**config.mk**
```make
export PLATFORM = sky130hd
export DESIGN_NAME = oam_dma_ctrl
export DESIGN_NICKNAME = d
export VERILOG_FILES = /design/src/rtl/oam_dma_ctrl.sv
export SDC_FILE = /design/constraint.sdc
export NUM_CORES = 1
export LEC_CHECK = 0
export ABC_CLOCK_PERIOD_IN_PS = 1700
export CORE_UTILIZATION = 43
export DETAILED_ROUTE_END_ITERATION = 10
export PLACE_DENSITY = 0.77
export REMOVE_ABC_BUFFERS = 1
export SLEW_MARGIN = 20
export SYNTH_ARGS = -nofsm -noshare
export SYNTH_HDL_FRONTEND = slang
export SYNTH_SLANG_ARGS = --single-unit
```
**constraint.sdc**
```tcl
create_clock -name clk -period 1.7 [get_ports clk]
set_clock_uncertainty 0.05 [all_clocks]
set_input_delay 0.34 -clock clk [delete_from_list [all_inputs] [get_ports clk]]
set_output_delay 0.34 -clock clk [all_outputs]
set_load 0.03 [all_outputs]
```
**src/rtl/oam_dma_ctrl.sv**
```systemverilog
// OAM DMA sequencer: copies N_BYTES from a system-bus page into OAM, pacing reads and
// holding each byte until the PPU opens an OAM write window.
module oam_dma_ctrl #(
   parameter int CYCLES_PER_BYTE = 4,
   parameter int START_DELAY     = 4,
   parameter int N_BYTES         = 160
) (
   input  logic        clk,
   input  logic        rst,
   input  logic        dma_start,
   input  logic [7:0]  dma_page,
   output logic        rd_req,
   output logic [15:0] rd_addr,
   input  logic [7:0]  rd_data,
   input  logic        rd_valid,
   input  logic        oam_wr_ok,
   output logic        oam_write,
   output logic [7:0]  oam_addr,
   output logic [7:0]  oam_d_wr,
   output logic        busy,
   output logic        bus_lock,
   output logic        done
);

   typedef enum logic [2:0] {
      IDLE,
      START,
      READ,
      WRITE,
      PACE
   } state_t;

   state_t     state;
   state_t     state_next;
   logic [7:0] page;
   logic [7:0] idx;
   logic [7:0] pace;
   logic [7:0] buffer;
   logic       done_q;

   logic [7:0] src_page;
   logic       last_byte;
   logic       wr_fire;
   logic       period_met;
   logic       start_met;
   state_t     launch_state;

   // Echo RAM at E0xx-FFxx mirrors C0xx-DFxx, so fold the page before latching it.
   assign src_page     = (dma_page >= 8'hE0) ? dma_page - 8'h20 : dma_page;
   assign last_byte    = (idx == 8'(N_BYTES - 1));
   assign wr_fire      = (state == WRITE) && oam_wr_ok;
   assign period_met   = ({1'b0, pace} + 9'd1) >= 9'(CYCLES_PER_BYTE);
   assign start_met    = pace >= 8'(START_DELAY - 2);
   assign launch_state = (START_DELAY == 1) ? READ : START;

   always_comb begin
      state_next = state;
      rd_req     = 1'b0;
      rd_addr    = '0;
      oam_write  = 1'b0;
      oam_addr   = '0;
      oam_d_wr   = '0;
      case (state)
         IDLE: begin
            if (dma_start) state_next = launch_state;
         end
         START: begin
            if (start_met) state_next = READ;
         end
         READ: begin
            rd_req  = 1'b1;
            rd_addr = {page, idx};
            if (rd_valid) state_next = WRITE;
         end
         WRITE: begin
            oam_write = oam_wr_ok;
            oam_addr  = idx;
            oam_d_wr  = buffer;
            if (oam_wr_ok) begin
               if (last_byte)       state_next = IDLE;
               else if (period_met) state_next = READ;
               else                 state_next = PACE;
            end
         end
         PACE: begin
            if (period_met) state_next = READ;
         end
         default: state_next = IDLE;
      endcase
      // A new DMA register write abandons whatever is in flight.
      if (dma_start) state_next = launch_state;
   end

   assign busy     = (state != IDLE);
   assign bus_lock = busy;
   assign done     = done_q;

   // pace measures clocks since the current byte's READ entry; it also times START.
   always_ff @(posedge clk) begin
      if (!rst) begin
         state  <= IDLE;
         page   <= '0;
         idx    <= '0;
         pace   <= '0;
         buffer <= '0;
         done_q <= 1'b0;
      end else begin
         state  <= state_next;
         done_q <= wr_fire && last_byte && !dma_start;
         if ((state == READ) && rd_valid) buffer <= rd_data;
         if (dma_start) begin
            page <= src_page;
            idx  <= '0;
            pace <= '0;
         end else begin
            if (wr_fire && !last_byte) idx <= idx + 8'd1;
            if ((state_next == READ) && (state != READ)) pace <= '0;
            else if (pace != 8'hFF)                     pace <= pace + 8'd1;
         end
      end
   end

endmodule

```
# Yosys cells after proc, flatten, opt, wreduce, memory -nomap -nowiden
# Index checks and enable logic that the tools add are counted.
[totals]
regBits = 36
in_bits = 21
[classes]
n_addsub = 4
n_lt_le_gt_ge = 3
eq_ne = 8
muxes = 14
bitwise_logic = 1
reduce_logical = 12
[op_table]
columns = ["cell", "count"]
rows = [
  ["8-bit two-way mux", 3],
  ["3-bit two-way mux", 7],
  ["8-bit by 1-bit adder with 8-bit output, second input constant", 2],
  ["16-bit two-way mux", 1],
  ["3-bit one-hot mux with 5 select lines", 1],
  ["8-bit by 1-bit adder with 9-bit output, second input constant", 1],
  ["3-bit by 2-bit equality test with 1-bit output, second input constant", 3],
  ["9-bit by 3-bit greater-or-equal comparator with 1-bit output, second input constant", 1],
  ["8-bit equality test, second input constant", 1],
  ["8-bit by 2-bit greater-or-equal comparator with 1-bit output, second input constant", 1],
  ["8-bit greater-or-equal comparator, second input constant", 1],
  ["8-bit != test, second input constant", 1],
  ["8-bit by 6-bit subtractor with 8-bit output, second input constant", 1],
  ["1-bit logical AND", 6],
  ["3-bit by 1-bit equality test with 1-bit output, second input constant", 1],
  ["3-bit equality test, second input constant", 1],
  ["3-bit logical NOT", 1],
  ["3-bit by 2-bit != test with 1-bit output, second input constant", 1],
  ["3-bit nonzero test", 1],
  ["3-bit OR reduction", 1],
  ["1-bit logical NOT", 2],
  ["1-bit two-way mux", 2],
  ["2-bit OR reduction", 1],
  ["1-bit inverter", 1],
]

# Longest topological paths before layout
[depth]
depth_word = 10
mapped_depth = 8
depth_no_buf = 6

# Worst setup path after synthesis
# Ideal clock, no wire load.
[synth_timing]
path_kind = "register to output"
startpoint = "register state[2]"
endpoint = "output rd_addr[10]"
t_arrival_ps = 1731
setup_slack_ps = -421
path_stages_with_launch = 7
path_buffers = 3
path_cell_list = "dfxtp_1 > clkbuf_2 > nor2b_1 > nor2b_1 > clkbuf_1 > clkbuf_1 > and2_1"
[synth_via]
elab_chain_cells = 2
[synth_rtl]
columns = ["item", "line_no", "text"]
rows = [
  ["from (decl)", "33", "state_t state;"],
  ["from (signal assigned)", "108", "state <= state_next;"],
  ["3-bit by 2-bit equality test with 1-bit output", "63", "case (state)"],
  ["16-bit two-way mux", "63", ""],
  ["to (decl)", "13", "output logic [15:0] rd_addr,"],
]
# Every way passes these cells.

# Worst setup path after layout
[layout_timing]
startpoint = "register state[2]"
endpoint = "output oam_d_wr[2]"
[layout_via]
elab_chain_cells = 2
[layout_rtl]
columns = ["item", "line_no", "text"]
rows = [
  ["3-bit by 2-bit equality test with 1-bit output", "63", ""],
  ["8-bit two-way mux", "63", ""],
  ["to (decl)", "19", "output logic [7:0] oam_d_wr,"],
]
# Every way passes these cells.

==> run_results.csv <==
group,metric,value,unit
cells_and_area,layout_common_cells,"40 x buf_6, 39 x buf_4, 29 x dfxtp_1",
cells_and_area,n_fill_cell,329,
logic_synthesis,syn_area,0.00198,mm^2
clock_network,numCtsBuffers,5,
clock_network,cts.sinks,36,
critical_path,path_class,"register to output pin",
route,drt_drc_violations_left,0,
floorplanning,ios,58,
timing,setup_viol,34,
critical_path,worstSetupStartpointType,"register",
logic_synthesis,yosysWarnings,0,
logic_synthesis,yosysSeqAreaShare,0.365,
grt,first_global_vias,1986,
route,detail_route.iter0.violations,122,
critical_path,end_kind,"output pin",
timing,slew_violations,0,
timing,tns,-2920,ps
clock_network,clock_latency,280,ps
clock_network,cts_tree,"built",
power,p_clk_frac,0.369,
grt,met1_usage,0.275,
logic_synthesis,avgSynthCellArea,8.56,um^2
floorplanning,die_x,69.8,um
grt,grt_use_total,0.230,
power,switching_share,0.237,
floorplanning,dieArea,0.00487,mm^2
route,post_drt_wl_per_cell,14.2,um
grt,grt_pass1_wl,9030,um
logic_synthesis,netlist_instances,231,
flow_run,max_cap_violations,0,
power,p_leak,0.00136,uW
cells_and_area,stdcell_count,382,
route,final_antenna_net_count,0,
clock_network,h-tree-depth,2,
floorplanning,row_count,24,
cells_and_area,fin_nets,354,
outcome,violations,"negative setup slack",
critical_path,reg2reg_depth,6,
timing,fmaxAchievable,547,MHz
worst_hold_path,whs_path_depth,2,
grt,grt_use_met2,0.405,
logic_synthesis,async_flop_share,0,
timing,tightest_slew,362,ps
route,firstDrtPassIters,4,
power,switchingPower,406,uW
cells_and_area,diodes,0,
power,p_seq_frac,0.509,
worst_hold_path,hold_path.class,"register to register",
clock_network,clk_transition_reported_paths,70,ps
cells_and_area,final-seq-area,734,um^2
logic_synthesis,synth-seq-cells,36,
timing,rsz0062_at_grt,"yes",
critical_path,r2r-end,"pace[7]",
grt,antenna_found_initial,0,
placement,gp_congestion,0.845,
power,p_per_area,531,mW/mm^2
grt,grt_max_degree,18,
clock_network,cts-root-buf,"clkbuf_8",
logic_synthesis,synth_edf_count,0,
cells_and_area,multi_input_area,0.00133,mm^2
placement,io_buffers,57,
floorplanning,start_util,0.451,
cells_and_area,design_area,0.00322,mm^2
placement,dp_hpwl,3780,um
timing,relSlewSlack,0.758,
logic_synthesis,synth_ff_type,"dfxtp_1",
placement,dp.cells,368,
power,max-vdd-ir-drop,437,uV
route,vias_per_cell,5.27,
outcome,status,"finished with violations",
timing,fin_crit,1830,ps
critical_path,critical_path_arrival,1440,ps
critical_path,reg2reg_slack,-80,ps
clock_network,clk_path_buf_depth,2,
power,pwr-share-comb,0.122,
clock_network,hold_buffers,0,
worst_hold_path,hold_path.startpoint,"buffer[3]",
cells_and_area,final_common_cell,"buf_6",
grt,grt_busiest_layer,"met2",
logic_synthesis,ys_types,46,
grt,overflow,0,
worst_hold_path,hold_end,"buffer[3]",
placement,postPlaceCellArea,0.00279,mm^2
grt,grtUsageMet3,0.0465,
floorplanning,die_y,69.8,um
timing,hold_violations,0,
cells_and_area,area_growth,62.8,%
cells_and_area,layout-drive-gt1-share,0.424,
critical_path,crit_required,1310,ps
critical_path,rr_startpoint,"pace[3]",
power,intPower,1300,uW
timing,setup_ws,-128,ps
floorplanning,core,0.00438,mm^2
timing,period_share,1.08,
route,vias,2013,
route,routed_wl,5420,um
critical_path,crit_path_max_fanout,8,
worst max path at each step:
stage | depth (start not counted) | to | from | slack, ps
final | 5 | oam_d_wr[2] | state[2] | -130
after global routing | 5 | oam_d_wr[2] | state[2] | -180
after CTS | 5 | oam_d_wr[2] | state[2] | -110
after detailed placement | 5 | idx[7] | oam_wr_ok | -200
after global placement | 5 | pace[7] | pace[1] | -130
after floorplan | 3 | rd_addr[0] | state[1] | -520
per-layer routing:
layer  vias to the layer above  part of all wire  wire, um
met1                       936              0.43      2320
met4                         0             0.016        85
met5                         -                 0         0
met3                        10             0.041       222
li1                        997                 -         -
met2                        70              0.52      2790
sequential cells by signal, summed over array words and instances (netlist names):
| name | count |
|---|---|
| pace | 8 |
| done | 1 |
| buffer | 8 |
| idx | 8 |
| page | 8 |
| state | 3 |
worst max-delay path: stages (launching register included):
cell and delay [ps]:
dfxtp_2 350, buf_6 120, and3b_2 260, buf_6 150, and2_4 150, buf_6 120
power groups by stage:
stage / clock (uW) / sequential (uW) / combinational, uW
floorplan: 0 / 889 / 77.1
global placement: 0 / 889 / 195
detailed placement: 0 / 889 / 199
CTS: 643 / 870 / 201
global route: 689 / 872 / 224
finish: 632 / 870 / 209
kinds of logic (layout without fill, tap and decap cells):
group                      after synthesis  count (layout)  synth area share
AOI/OAI and AO/OA                       38              38             0.148
xor gates and xnor gates                 7               7            0.0310
adders and majority gates                4               4            0.0253
buffers and inverters                   17             116            0.0361
DFF                                     36              36             0.365
muxes                                    7               7            0.0354
and+or+nand+nor                        122             122             0.359
metrics by stage:
step,hold slack [ps],worst slack [ps],util,total power (uW)
3_5_place_dp,408,-196,0.636,1090
5_1_grt,448,-177,0.734,1790
6_report,416,-128,0.734,1710
2_1_floorplan,389,-524,-,967
4_1_cts,422,-109,0.712,1710
3_3_place_gp,395,-128,0.636,1080
synthesized netlist by cell type, drive strengths merged (5+ instances only):
| cell | n | area (um^2) |
|---|---|---|
| a21boi | 12 | 90.1 |
| a21oi | 6 | 30.0 |
| and2 | 33 | 206 |
| clkbuf | 8 | 31.3 |
| dfxtp | 36 | 721 |
| inv | 5 | 18.8 |
| mux2i | 7 | 70.1 |
| nand2 | 27 | 101 |
| nand3 | 9 | 45.0 |
| nor2 | 11 | 41.3 |
| nor2b | 8 | 50.1 |
| nor3 | 5 | 25.0 |
| o21ai | 6 | 30.0 |
area by class of cell:
| class | instances | share of cell area |
|---|---|---|
| multi-input combinational | 178 | 0.413 |
| inverter | 5 | 0.00583 |
| sequential | 36 | 0.228 |
| timing repair buffer | 103 | 0.305 |
| tap | 52 | 0.0202 |
| clock buffer | 8 | 0.0280 |
repair_timing:
| action | 4_1_cts | 5_1_grt |
|---|---|---|
| resized for setup | 79 | 25 |
| buffers inserted | 3 | 3 |
| gates cloned | 1 | 0 |
| endpoints found under the setup margin | 47 | 60 |
| pin swaps | 15 | 5 |
Note: power is estimated with default switching activity, not from simulation.
==> edit 1: new RTL, same settings <==
Register the input `rd_data` before use, cleared by the reset. The logic sees it one clock later. The other inputs are not delayed to match.
--- a/src/rtl/oam_dma_ctrl.sv
+++ b/src/rtl/oam_dma_ctrl.sv
@@ -31,2 +31,12 @@
    } state_t;
+
+   logic [7:0] rd_data_q;
+
+   always_ff @(posedge clk) begin
+      if (!rst) begin
+         rd_data_q <= '0;
+      end else begin
+         rd_data_q <= rd_data;
+      end
+   end
 
@@ -109,3 +119,3 @@
          done_q <= wr_fire && last_byte && !dma_start;
-         if ((state == READ) && rd_valid) buffer <= rd_data;
+         if ((state == READ) && rd_valid) buffer <= rd_data_q;
          if (dma_start) begin
Check against the original RTL: not equivalent (a bounded check fails within 10 cycles, from zero or initial values and one cycle with rst low).
==> edit 1 against the unedited design <==
- the flow still finishes with violations (setup timing)
- clock power grew 30%
- cell count grew 15%
- total power grew 23%
- sequential cell count grew 8
- critical path depth grew 2
- routed wire length grew 15%
- maximum frequency shrank 14%
- worst setup slack lost 0.30 ns
- design area grew 12%
- die area grew 11%
- synthesized area grew 11%
- hold slack lost 0.023 ns
- largest cell class unchanged
- highest routed layer unchanged
==> edit 1: results (changes against the unedited design) <==
Run status
  – Failing checks: setup timing (unchanged)
  – Status: complete, but fails checks (unchanged)

Logic synthesis
  – Fraction of registers with async set/reset: 0% (unchanged)
  – Largest cells by area after synthesis: dfxtp_1 (40%), and2_1 (13%), nand2_1 (6.0%) (was dfxtp_1 (36%), and2_1 (10%), nand2_1 (5.1%))
  – Synth warn: 0 (unchanged)
  – Most frequent cells after synthesis: and2_1 (44), dfxtp_1 (44), nand2_1 (35) (was dfxtp_1 (36), and2_1 (33), nand2_1 (27))
  – Unique masters post-synth: 40 (was 46)
  – Sequential fraction of the synthesis area: 40.2% (was 36.5%)

Power
  – Worst vdd ir: 0.368 mV (was 0.437 mV)
  – P_leak: 0.00155 µW (was 0.00136 µW)
  – Sw Ratio: 23.4% (was 23.7%)

Setup path
  – Top delay family on crit path: compound AO/OA/AOI/OAI gates (was simple AND/OR/NAND/NOR gates)
  – Slowest stage cell, crit path: or4_4 (was dfxtp_2)
  – Critical Path AT: 2.31 ns (was 1.44 ns)
  – Max FO, Critical Path: 5 (was 8)
  – Max incr delay on CP: 0.48 ns (was 0.35 ns)

Drt
  – DR pass1 iterations: 4 (unchanged)
  – Total vias in the final route: 2254 (was 2013)
  – Routed wire length: 6240 µm (was 5420 µm)
  – 1st-iter DRT viols: 102 (was 122)

STA
  – Setup WS post-layout: -0.433 ns (was -0.128 ns)
  – Worst Tran Pin Value: 0.462 ns (was 0.362 ns)
  – TNS Setup: -9.25 ns (was -2.92 ns)
  – Setup-failing EPs final: 46 (was 34)

Finish
  – Final-layout fill cell count: 358 (was 329)
  – N_diodes: 0 (unchanged)
  – Post-layout net count: 395 (was 354)
  – Layout cells sized above 1: 45.3% (was 42.4%)

Floorplanning
  – Initial core utilization: 45.5% (was 45.1%)

Placed design
  – DP HPWL: 3940 µm (was 3780 µm)
  – DP Worst Slack: -0.492 ns (was -0.196 ns)
  – Routability cong.: 0.975 (was 0.845)
  – IO buf count: 57 (unchanged)

Global routing
  – Largest net degree at the start of global routing: 26 (was 18)
  – First-pass GRT wire length: 10100 µm (was 9030 µm)
  – Total track usage: 24.8% (was 23.0%)
  – Vias in the first global route: 2177 (was 1986)
  – Initial antenna violation count: 0 (unchanged)

Clock network
  – TritonCTS Buffers: 5 (unchanged)
  – Hold_buf cts: 0 (unchanged)
  – Worst-path clk slew: 0.08 ns
  – CTS root buf: clkbuf_8 (unchanged)
  – Clock buffer depth: 2 (unchanged)
  – H-tree depth: 2 (unchanged)
  – Later-pin clock latency in the skew report: 0.31 ns (was 0.28 ns)

Min path
  – Hold crit path type: flip-flop to flip-flop (unchanged)
[edit 1: metal layers]
layer  global-route usage (%)  part of all wire, %  vias up
li1                         -                    -     1096
met1                     27.7                   40     1056
met2                     45.5                   52       89
met3                     4.94                  6.1       13
met4                     10.9                  2.3        0
met5                        0                    0        -
[edit 1: cells by family after synthesis]
family          Yosys count  share of synthesized area (%)
buf+inv                  20                           4.91
simple gates            135                           32.9
xor+xnor                  9                           3.60
flops                    44                           40.2
fa+ha+maj                 4                           2.28
mux                       6                           2.74
compound gates           43                           13.4
[edit 1: final timing paths]
kind                              startpoint   endpoint  slack, ns  depth (start not counted)
worst max-delay path                 pace[0]    pace[0]      -0.43                          7
worst min-delay path            rd_data_q[4]  buffer[4]       0.39                          2
worst max register to register       pace[0]    pace[0]      -0.43                          7
worst min register to register  rd_data_q[4]  buffer[4]       0.39                          2
[edit 1: area by class of cell]
class / instances / area [µm²] / share of cell area [%]
Multi-Input combinational cell: 198 / 1430 / 39.4
Timing Repair Buffer: 113 / 1070 / 29.7
Sequential cell: 44 / 888 / 24.5
Tap cell: 67 / 83.8 / 2.32
Clock buffer: 5 / 68.8 / 1.90
Clock inverter: 3 / 47.5 / 1.31
Inverter: 8 / 30.0 / 0.829
[edit 1: timing repair]
action | CTS | global route
cloned | 4 | 0
setup endpoints to repair | 51 | 65
gates resized for setup | 106 | 23
pin swaps | 48 | 11
buffers inserted | 13 | 0
endpoints found under the hold margin | 0 | 0
[edit 1: worst min-delay path: cells and delay by family, from the launching register on]
kind	cells	cell delay [ns]
AO/OA/AOI/OAI	1	0.05
flip-flops	1	0.30
AND/OR/NAND/NOR	1	0.04
[edit 1: per-stage QoR]
stage | instance area (µm²) | power [µW] | std cells
2_1_floorplan | 2110 | 1170 | 249
3_3_place_gp | 2980 | 1270 | 413
3_5_place_dp | 2980 | 1280 | 413
4_1_cts | 3570 | 2090 | 438
5_1_grt | 3620 | 2180 | 438
6_report | 3620 | 2100 | 438
[edit 1: power groups by stage]
| stage | sequential, µW | clock [µW] | combinational, µW |
|---|---|---|---|
| after floorplan | 1090 | 0 | 75.2 |
| after global placement | 1090 | 0 | 182 |
| after detailed placement | 1090 | 0 | 188 |
| after CTS | 1070 | 819 | 201 |
| after global routing | 1070 | 887 | 220 |
| final | 1070 | 823 | 204 |
==> edit 2: new RTL, config.mk and constraints unchanged <==
Made on the original files. Change the parameter `N_BYTES` from 160 to 120.
--- a/src/rtl/oam_dma_ctrl.sv
+++ b/src/rtl/oam_dma_ctrl.sv
@@ -5,3 +5,3 @@
    parameter int START_DELAY     = 4,
-   parameter int N_BYTES         = 160
+   parameter int N_BYTES         = 120
 ) (
Behaviour: no difference found for any inputs over 10 cycles, from zero or initial values and one cycle with rst low; that may be too few to reach the edited logic, so the function may still have changed.
==> edit 2 against the unedited design <==
- the flow still finishes with violations (setup timing)
- core utilization increased by 3.5 points
- worst setup slack lost 0.025 ns
- sequential cell count unchanged
- synthesized area decreased by 4.8%
- combinational power is 9% lower
- design area fell by 2.3%
- sequential share of layout area increased by 0.34 points
- routed wire length increased by 5.4%
- total power fell by 0.66%
- critical path type unchanged
==> edit 2: results (changes against the unedited design) <==
Run status
  – Failing checks: setup timing (unchanged)
  – Status: complete, but fails checks (unchanged)

Drt
  – 1st-iter DRT viols: 94 (was 122)
  – Routed wire length: 5710 µm (was 5420 µm)
  – DR WL/cell: 14.9 µm (was 14.2 µm)
  – DR vias/cell: 5.23 (was 5.27)
  – Wire length on met2: 3150 µm (was 2790 µm)
  – Met1 WL: 2120 µm (was 2320 µm)
  – Met3 WL post-DR: 378 µm (was 222 µm)

Logic synthesis
  – Unique masters post-synth: 41 (was 46)
  – Largest cells by area after synthesis: dfxtp_1 (38%), and2_1 (11%), nor2_1 (5.8%) (was dfxtp_1 (36%), and2_1 (10%), nand2_1 (5.1%))
  – Synthesized area per cell: 8.08 µm² (was 8.56 µm²)
  – Sequential fraction of the synthesis area: 38.3% (was 36.5%)
  – Most frequent cells after synthesis: dfxtp_1 (36), and2_1 (33), nor2_1 (29) (was dfxtp_1 (36), and2_1 (33), nand2_1 (27))

STA
  – Setup WS post-layout: -0.153 ns (was -0.128 ns)
  – Worst Tran Pin Value: 0.302 ns (was 0.362 ns)
  – Setup-failing EPs final: 45 (was 34)

Placed design
  – DP HPWL: 3610 µm (was 3780 µm)
  – Inst Count DP: 369 (was 368)
  – IO buf count: 57 (unchanged)

Finish
  – Final-layout fill cell count: 294 (was 329)
  – Post-layout net count: 358 (was 354)

Global routing
  – Largest net degree at the start of global routing: 12 (was 18)
  – Total track usage: 24.8% (was 23.0%)
  – Vias in the first global route: 1816 (was 1986)
  – First-pass GRT wire length: 8430 µm (was 9030 µm)

Setup path
  – Max FO, Critical Path: 5 (was 8)

Power
  – Worst vdd ir: 0.474 mV (was 0.437 mV)
-- edit 2: cell count changes after synthesis, moves of 3 or more --
| cell | change |
|---|---|
| a21boi_0 | -11 |
| nor2b_1 | -5 |
| nor2_1 | +18 |
| nand2b_1 | -3 |
| a21oi_1 | +9 |
| a31oi_1 | -3 |
| inv_1 | +3 |
-- edit 2: layout make-up --
class                           count  area (µm²)  area share (%)
Multi-Input combinational cell    179        1250            39.7
Inverter                            9        36.3            1.15
Timing Repair Buffer              102         973            30.9
Clock buffer                        7        96.3            3.06
Sequential cell                    36         728            23.2
Tap cell                           50        62.6            1.99
-- edit 2: path summary, 6_finish.rpt --
| kind | start | to | slack (ns) | cells after the start |
|---|---|---|---|---|
| min reg2reg | buffer[2] | buffer[2] | 0.41 | 2 |
| min | buffer[2] | buffer[2] | 0.41 | 2 |
| max reg2reg | pace[0] | pace[7] | -0.10 | 6 |
| max | state[2] | oam_d_wr[3] | -0.15 | 5 |
-- edit 2: metal layers --
metal  global-route usage [%]  vias to the layer above
li1                         -                      978
met1                     28.3                      929
met2                     46.0                       92
met3                     5.17                        6
met4                     7.03                        0
met5                        0                        -
-- edit 2: repair_timing --
item	CTS	global route
endpoints found under the setup margin	45	55
resized for setup	70	39
hold buffers	0	0
cloned	1	1
pin swaps	18	17
setup buffers	3	2
-- edit 2: critical path, stage by stage, from the launching register on --
cell and delay, ns:
dfxtp_2 0.34, buf_6 0.12, and3b_2 0.32, buf_6 0.14, and2_4 0.15, buf_6 0.12
-- edit 2: stage by stage --
step	area, µm²	hold WS, ns	worst slack [ns]	setup TNS (ns)	total power [µW]
2_1_floorplan	1840	0.382	-0.933	-29.10	957
3_3_place_gp	2680	0.388	-0.393	-3.44	1060
3_5_place_dp	2680	0.392	-0.433	-3.85	1070
4_1_cts	3000	0.409	-0.126	-3.47	1700
5_1_grt	3150	0.426	-0.205	-7.15	1770
6_report	3150	0.407	-0.153	-4.47	1700
-- edit 2: power by group --
part	switching, µW	total [µW]	internal [µW]
sequential	11.6	872	861
combinational	87.0	190	103
clock	277	638	361
-- edit 2: kinds of logic after synthesis --
kind of cell	share of synthesized area (%)
xor gates and xnor gates	4.65
and+or+nand+nor	36.0
adders and majority gates	2.66
muxes	3.72
AOI/OAI and AO/OA	10.7
DFF	38.3
buffers and inverters	3.92
